**config.mk**
```make
export PLATFORM = sky130hd
export DESIGN_NAME = shift_issue_stage_flat
export DESIGN_NICKNAME = d
export VERILOG_FILES = /design/src/rtl/shift_issue_if.sv /design/src/rtl/shift_issue_stage.sv /design/src/flat_wrapper.sv
export SDC_FILE = /design/constraint.sdc
export NUM_CORES = 1
export LEC_CHECK = 0
export ABC_AREA = 1
export CORE_MARGIN = 4
export CORE_UTILIZATION = 50
export CTS_CLUSTER_DIAMETER = 40
export CTS_CLUSTER_SIZE = 30
export DETAILED_ROUTE_END_ITERATION = 16
export PLACE_DENSITY = 0.76
export SLEW_MARGIN = 20
export SYNTH_ARGS = -nofsm -noshare
export SYNTH_HDL_FRONTEND = slang
export SYNTH_SLANG_ARGS = --single-unit
```
**constraint.sdc**
```tcl
create_clock -name clk -period 3.65 [get_ports clk]
set_input_delay 0.5475 -clock clk [delete_from_list [all_inputs] [get_ports clk]]
set_output_delay 0.5475 -clock clk [all_outputs]
set_load 0.1 [all_outputs]
```
**src/rtl/shift_issue_if.sv**
```systemverilog
// Handshake bundle between operand decode, the shift issue stage and the result mux.
// The master side issues commands and takes results; the slave side is the stage.
interface shift_issue_if;
    logic       in_valid;
    logic       in_ready;
    logic [2:0] in_op;
    logic [7:0] in_data;
    logic [2:0] in_amt;
    logic       out_valid;
    logic       out_ready;
    logic [7:0] out_data;
    logic       out_zero;
    logic       out_carry;
    logic       out_err;

    modport master (
        output in_valid, in_op, in_data, in_amt, out_ready,
        input  in_ready, out_valid, out_data, out_zero, out_carry, out_err
    );

    modport slave (
        input  in_valid, in_op, in_data, in_amt, out_ready,
        output in_ready, out_valid, out_data, out_zero, out_carry, out_err
    );
endinterface

```
**src/rtl/shift_issue_stage.sv**
```systemverilog
// Issue/result stage around an 8-bit rotate-right core: every shift op is mapped
// onto a rotate amount plus a fill mask, and the registered result is held until taken.
module shift_issue_stage (
    input  logic          clk,
    input  logic          rst_n,
    shift_issue_if.slave  bus,
    output logic          busy,
    output logic [7:0]    done_cnt
);

    localparam logic [2:0] OP_ROR = 3'b000;
    localparam logic [2:0] OP_ROL = 3'b001;
    localparam logic [2:0] OP_SHR = 3'b010;
    localparam logic [2:0] OP_SAR = 3'b011;
    localparam logic [2:0] OP_SHL = 3'b100;

    typedef enum logic [1:0] {IDLE, CALC, HOLD} state_t;

    state_t            state_q;
    state_t            state_d;
    logic              in_ready_c;
    logic              accept;
    logic              xfer;

    logic [2:0]        op_p0;
    logic signed [7:0] data_p0;
    logic [2:0]        amt_p0;

    logic              vld_p1;
    logic [7:0]        data_p1;
    logic              zero_p1;
    logic              carry_p1;
    logic              err_p1;

    logic [7:0]        res_c;
    logic              carry_c;
    logic              err_c;

    function automatic logic [7:0] ror8(input logic [7:0] d, input logic [2:0] a);
        logic [15:0] w;
        w = {d, d} >> a;
        return w[7:0];
    endfunction

    // Top a bits set; a=0 gives an empty mask.
    function automatic logic [7:0] top_mask(input logic [2:0] a);
        return ~(8'hFF >> a);
    endfunction

    // Low a bits set; a=0 gives an empty mask.
    function automatic logic [7:0] low_mask(input logic [2:0] a);
        return ~(8'hFF << a);
    endfunction

    function automatic logic [7:0] shift_result(input logic [2:0] op,
                                                input logic [7:0] d,
                                                input logic [2:0] a);
        logic [2:0] neg_a;
        neg_a = 3'd0 - a;
        case (op)
            OP_ROR:  return ror8(d, a);
            OP_ROL:  return ror8(d, neg_a);
            OP_SHR:  return ror8(d, a) & ~top_mask(a);
            OP_SAR:  return d[7] ? (ror8(d, a) | top_mask(a)) : (ror8(d, a) & ~top_mask(a));
            OP_SHL:  return ror8(d, neg_a) & ~low_mask(a);
            default: return d;
        endcase
    endfunction

    function automatic logic shift_carry(input logic [2:0] op,
                                         input logic [7:0] d,
                                         input logic [2:0] a,
                                         input logic [7:0] r);
        logic [2:0] lsb_out;
        logic [2:0] msb_out;
        lsb_out = a - 3'd1;
        msb_out = 3'd0 - a;
        if (a == 3'd0) return 1'b0;
        case (op)
            OP_ROR:         return r[7];
            OP_ROL:         return r[0];
            OP_SHR, OP_SAR: return d[lsb_out];
            OP_SHL:         return d[msb_out];
            default:        return 1'b0;
        endcase
    endfunction

    always_comb begin
        state_d    = state_q;
        in_ready_c = 1'b0;
        accept     = 1'b0;
        case (state_q)
            IDLE: begin
                in_ready_c = 1'b1;
                if (bus.in_valid) begin
                    accept  = 1'b1;
                    state_d = CALC;
                end
            end
            CALC: begin
                state_d = HOLD;
            end
            HOLD: begin
                in_ready_c = bus.out_ready;
                if (bus.out_ready) begin
                    accept  = bus.in_valid;
                    state_d = bus.in_valid ? CALC : IDLE;
                end
            end
            default: state_d = IDLE;
        endcase
    end

    always_ff @(posedge clk or negedge rst_n) begin
        if (!rst_n) state_q <= IDLE;
        else        state_q <= state_d;
    end

    // Stage p0: accepted command fields, isolated from later changes on the bus.
    always_ff @(posedge clk) begin
        if (accept) begin
            op_p0   <= bus.in_op;
            data_p0 <= bus.in_data;
            amt_p0  <= bus.in_amt;
        end
    end

    always_comb begin
        res_c   = shift_result(op_p0, data_p0, amt_p0);
        err_c   = (op_p0 > OP_SHL);
        carry_c = err_c ? 1'b0 : shift_carry(op_p0, data_p0, amt_p0, res_c);
    end

    assign xfer = vld_p1 && bus.out_ready;

    // Stage p1: registered result, held stable while waiting for the consumer.
    always_ff @(posedge clk or negedge rst_n) begin
        if (!rst_n) begin
            vld_p1   <= 1'b0;
            data_p1  <= 8'h00;
            zero_p1  <= 1'b0;
            carry_p1 <= 1'b0;
            err_p1   <= 1'b0;
        end else if (state_q == CALC) begin
            vld_p1   <= 1'b1;
            data_p1  <= res_c;
            zero_p1  <= (res_c == 8'h00);
            carry_p1 <= carry_c;
            err_p1   <= err_c;
        end else if (xfer) begin
            vld_p1   <= 1'b0;
        end
    end

    always_ff @(posedge clk or negedge rst_n) begin
        if (!rst_n)    done_cnt <= 8'd0;
        else if (xfer) done_cnt <= done_cnt + 8'd1;
    end

    assign bus.in_ready  = in_ready_c;
    assign bus.out_valid = vld_p1;
    assign bus.out_data  = data_p1;
    assign bus.out_zero  = zero_p1;
    assign bus.out_carry = carry_p1;
    assign bus.out_err   = err_p1;
    assign busy          = (state_q != IDLE);

endmodule

```
**src/flat_wrapper.sv**
```systemverilog
// flat-port wrapper written by rule: the top's interface ports become plain ports
module shift_issue_stage_flat 
  (clk, rst_n, busy, done_cnt, bus_in_valid, bus_in_op, bus_in_data, bus_in_amt, bus_out_ready, bus_in_ready, bus_out_valid, bus_out_data, bus_out_zero, bus_out_carry, bus_out_err);
  shift_issue_if bus_i ();
  input  logic clk;
  input  logic rst_n;
  output logic busy;
  output logic [7:0] done_cnt;
  input wire logic [$bits(bus_i.in_valid)-1:0] bus_in_valid;
  input wire logic [$bits(bus_i.in_op)-1:0] bus_in_op;
  input wire logic [$bits(bus_i.in_data)-1:0] bus_in_data;
  input wire logic [$bits(bus_i.in_amt)-1:0] bus_in_amt;
  input wire logic [$bits(bus_i.out_ready)-1:0] bus_out_ready;
  output wire logic [$bits(bus_i.in_ready)-1:0] bus_in_ready;
  output wire logic [$bits(bus_i.out_valid)-1:0] bus_out_valid;
  output wire logic [$bits(bus_i.out_data)-1:0] bus_out_data;
  output wire logic [$bits(bus_i.out_zero)-1:0] bus_out_zero;
  output wire logic [$bits(bus_i.out_carry)-1:0] bus_out_carry;
  output wire logic [$bits(bus_i.out_err)-1:0] bus_out_err;
  assign bus_i.in_valid = bus_in_valid;
  assign bus_i.in_op = bus_in_op;
  assign bus_i.in_data = bus_in_data;
  assign bus_i.in_amt = bus_in_amt;
  assign bus_i.out_ready = bus_out_ready;
  assign bus_in_ready = bus_i.in_ready;
  assign bus_out_valid = bus_i.out_valid;
  assign bus_out_data = bus_i.out_data;
  assign bus_out_zero = bus_i.out_zero;
  assign bus_out_carry = bus_i.out_carry;
  assign bus_out_err = bus_i.out_err;
  shift_issue_stage u_core (.clk(clk), .rst_n(rst_n), .bus(bus_i), .busy(busy), .done_cnt(done_cnt));
endmodule
```
# Yosys cells after proc, flatten, opt, wreduce, memory -nomap -nowiden
# Cells that the tools add are included.
# totals
reg_bits	36
inputBits	18
# classes
n_addsub	3
order_cmp	3
eq_ne	8
shift	4
muxes	21
bitwise	7
n_reduce_logical	9
# ops
cell	count
$pmux 8 s5	1
$not 8->8	4
$shr 16x3->8	2
$and 8x8->8	2
$mux 1	11
$add 8x1->8 const B	1
$logic_not 8->1	1
$lt 3x4->1 const B	2
$mux 8	1
$or 8x8->8	1
$shl 8x3->8 const A	1
$shr 8x3->8 const A	1
$bmux 1 s3	2
$eq 3x2->1 const B	2
$logic_not 3->1	2
$pmux 2 s3	1
$mux 2	2
$ne 2x2->1 const B	2
$pmux 1 s2	2
$pmux 1 s4	1
$reduce_bool 2->1	2
$eq 3x1->1 const B	1
$eq 3x3->1 const B	1
$gt 3x3->1 const B	1
other kinds (8)	8

# Longest topological paths before layout
# depth
depth_word	9
ltp_mapped	16
mapped_depth_nobuf	14

# Worst setup path after synthesis
# OpenSTA, ideal clock, no wires.
# synth_timing
path_kind	input to register
start	input bus_out_ready
end	register u_core.amt_p0[0] (enable)
setup_ns	0.367
t_arrival_ns	2.707
required_ns	3.283
setup_slack_ns	0.576
stages	3
path_buffers	0
cell_sequence	inv_1 > a21oi_1 > and2_1
# synth_via
elab_chain_len	2
# synth_rtl
element	line	text
start, declared	flat_wrapper.sv:13	input wire logic [$bits(bus_i.out_ready)-1:0] bus_out_ready;
$mux 1	shift_issue_stage.sv:105	if (bus.out_ready) begin
$pmux 1 s2	shift_issue_stage.sv:92	case (state_q)
net u_core.accept	shift_issue_stage.sv:22	logic accept;
end signal, assigned	shift_issue_stage.sv:124	amt_p0 <= bus.in_amt;
end, declared	shift_issue_stage.sv:27	logic [2:0] amt_p0;
# The timed path passes the listed nets, and every way through them passes these cells.
# A chain may end at the register's enable or synchronous reset.

# Final worst setup path
# layout_timing
start	register u_core.amt_p0[1]
end	register u_core.zero_p1, in the netlist u_core.bus.out_zero
# layout_via
elab_chain_len	7
word_cells_on_any_way	15
cone_classes	1 x add/sub; 4 x shift; 2 x mux; 7 x bitwise; 1 x reduce/logical
# layout_rtl
element	line	text
parallel branches: the longest is 5 deep, another holds $sub 1x3->3	-	
$pmux 8 s5 *	shift_issue_stage.sv:60	case (op)
$logic_not 8->1 *	shift_issue_stage.sv:147	zero_p1 <= (res_c == 8'h00);
end signal, assigned	shift_issue_stage.sv:147	
end, declared	shift_issue_stage.sv:31	logic zero_p1;
# Mark *: on every way between the ends.

==> results by group <==
Outcome
  • Status: finished, final reports clean

Critical path
  • Top Family by Delay on Critical Path: simple AND/OR/NAND/NOR gates
  • Buf+Inv Stages, Crit Path: 2
  • Max incr delay on CP: 0.57 ns
  • Slowest cell on crit path: edfxtp_1
  • Register-to-register setup slack: 1.13 ns
  • Crit path capture type: flip-flop
  • Worst r2r src: u_core.amt_p0[1]
  • Worst-case reg-to-reg path depth: 13
  • Worst Setup Path Type: flip-flop to flip-flop
  • Worst path arrival time: 2.70 ns
  • CP max FO: 11
  • CP required: 3.83 ns
  • Startpoint Class: flip-flop
  • CP cell instances: inv_2 -> ha_1 -> clkinv_1 -> nand3_1 -> nand3_1 -> nand2_1 -> nand2_1 -> nor2_1 -> nor2_1 -> nand3_1 -> nor2_1 -> nand2_1 -> nand2_1
  • Reg2reg end: u_core.bus.out_zero
  • Worst path most repeated cell: nand2_1

Route
  • First-pass iteration count of the detailed router: 5
  • Vias per cell: 5.71
  • Wire per inst: 14.5 microns
  • Drt first-iter violations: 371
  • Final wirelength: 5.88 mm
  • Via Count: 2320
  • Antenna viol nets, final: 0
  • Drc violations: 0

Clock network
  • Hold buffers post-CTS: 0
  • Post-CTS sizing: 0
  • Clock Pin Slew Worst Setup and Hold Paths: 0.07 ns
  • Clk buf depth: 2
  • Total CTS buffers: 5
  • Setup bufs post-CTS: 0
  • # H-tree levels: 2
  • Root Driver: clkbuf_8
  • TritonCTS Sinks: 36
  • Clk_lat worst skew: 0.29 ns
  • CTS tree: yes

Power
  • Total Power: 0.00210 W
  • Max VDD drop: 0.735 mV
  • Lkg Pwr: 1.32 nW
  • Power Dens Cells: 738 mW/mm^2

Timing
  • Fin worst setup slack: 1.13 ns
  • Fmax: 397 MHz
  • Final Hold Viols: 0
  • Final Max Tran Viols: 0
  • Post-route minimum period: 2.52 ns
  • Setup TNS: 0 ns
  • # setup viols final: 0
  • Worst Tran Pin Value: 0.978 ns
  • RSZ-0062 raised after global routing: no
  • Max transition margin: 34.6%
  • Skew final: 0.00987 ns
  • Period utilization: 69.0%

Logic synthesis
  • Mapped Area: 0.00232 sq mm
  • Synth Area per Inst: 7.40 sq um
  • Seq/Total Area, Yosys: 41.9%
  • Ys flop type: dfrtp_1
  • Post-synth ARST share: 61.1%
  • Yosys reg bits: 36
  • Yosys warning total: 0
  • Yosys top cell area share: 23.8%
  • Synth Instances: 313
  • Top area cells in the synthesized netlist: dfrtp_1, edfxtp_1, nand2_1
  • Post-synth EDFFs: 14
  • Area leader, netlist: dfrtp_1
  • Syn nets: 336
  • Netlist cell types: 33

Floorplanning
  • I/O Pins: 40
  • Core box area: 0.00441 sq mm
  • Initial Util: 52.5%
  • Horiz. Die Dim: 76.1 microns
  • Rows: 24
  • Die height: 76.1 microns
  • Die area: 0.00579 sq mm

Placement
  • RePlAce Congestion: 1.07
  • DP Wirelength: 4.67 mm
  • Pre-CTS WS: 1.21 ns
  • Port buffer count: 39

Min path
  • Hold crit path type: input port to asynchronous set/reset pin

Cells and area
  • Post-Route Utilization: 64.6%
  • Commonest non-fill, non-tap cell in the layout: nand2_1
  • Layout area overhead: 23.1%
  • N_diodes: 0
  • Final #Nets: 376
  • Most frequent cells in the layout: nand2_1, nand3_1, clkdlybuf4s50_1
  • Fraction of layout cells with a size suffix above 1: 7.91%

GRT
  • Total track usage: 21.2%
  • Initial antenna violation count: 0
  • Pin count of the biggest net entering global routing: 23
  • First-pass GRT wire length: 10.1 mm
  • Vias in the first global route: 2133
  • Total gr overflow: 0

Job
  • Max cap viols: 0
-- worst register-to-register path, delay by kind of cell (launching register included) --
kind	cells	cell delay, ns
fa+ha+maj	1	0.52
flops	1	0.57
simple gates	10	0.84
buf+inv	2	0.48
-- metrics by stage --
step / cells / instance area, sq um / hold WS (ns)
2_1_floorplan: 313 / 2320 / 0.252
6_report: 406 / 2850 / 0.211
4_1_cts: 406 / 2860 / 0.487
5_1_grt: 406 / 2850 / 0.245
3_5_place_dp: 398 / 2740 / 0.470
3_3_place_gp: 398 / 2740 / 0.462
-- power breakdown --
part           internal [W]  leakage (nW)  switching, W  total [W]
logic              0.000274         0.845      0.000879    0.00115
clock network      0.000213        0.0627      0.000133   0.000346
registers          0.000522         0.410     0.0000846   0.000606
-- cell type report --
class,instances,area [sq um]
multi-input combinational,248,1220
sequential,36,971
tap,52,65.1
clock buffer,8,121
fill,399,1560
timing repair buffer,39,383
inverter,23,91.3
-- worst max path at each step --
stage,cells after the start,startpoint,to
floorplan,3,bus_out_ready,u_core.amt_p0[0]
global placement,13,u_core.amt_p0[1],u_core.bus.out_zero
detailed placement,13,u_core.amt_p0[1],u_core.bus.out_zero
CTS,2,u_core.state_q[0],busy
global route,13,u_core.amt_p0[1],u_core.bus.out_zero
finish,13,u_core.amt_p0[1],u_core.bus.out_zero
-- cells in the mapped netlist (5+ instances only) --
master,n
or2_0,5
ha_1,5
nor2_1,14
nand2_1,104
nand3_1,60
o21ai_0,17
edfxtp_1,14
a21oi_1,6
dfrtp_1,22
nand2_2,5
inv_1,17
-- registers in the layout, indices dropped and copies added (netlist names), 2 cells and up --
name                 flops
u_core.data_p0           8
u_core.done_cnt          8
u_core.op_p0             3
u_core.bus.out_data      8
u_core.state_q           2
u_core.amt_p0            3
-- routing by layer --
layer  track usage, %  part of all wire [%]  vias to the layer above  wire length, microns
met5                0                     0                        -                     0
met4             9.09                   4.9                        0                   286
met3             5.44                   7.7                       26                   455
met2             31.3                    44                      112                  2580
met1             29.3                    44                     1058                  2560
li1                 -                     -                     1124                     -
-- logic make-up after synthesis --
group,share of synthesized area (%)
compound gates,6.75
fa+ha+maj,2.70
simple gates,40.1
mux,0.486
flops,41.9
buf+inv,5.45
xor+xnor,2.65
No activity file was read; power rests on OpenSTA's default activity.
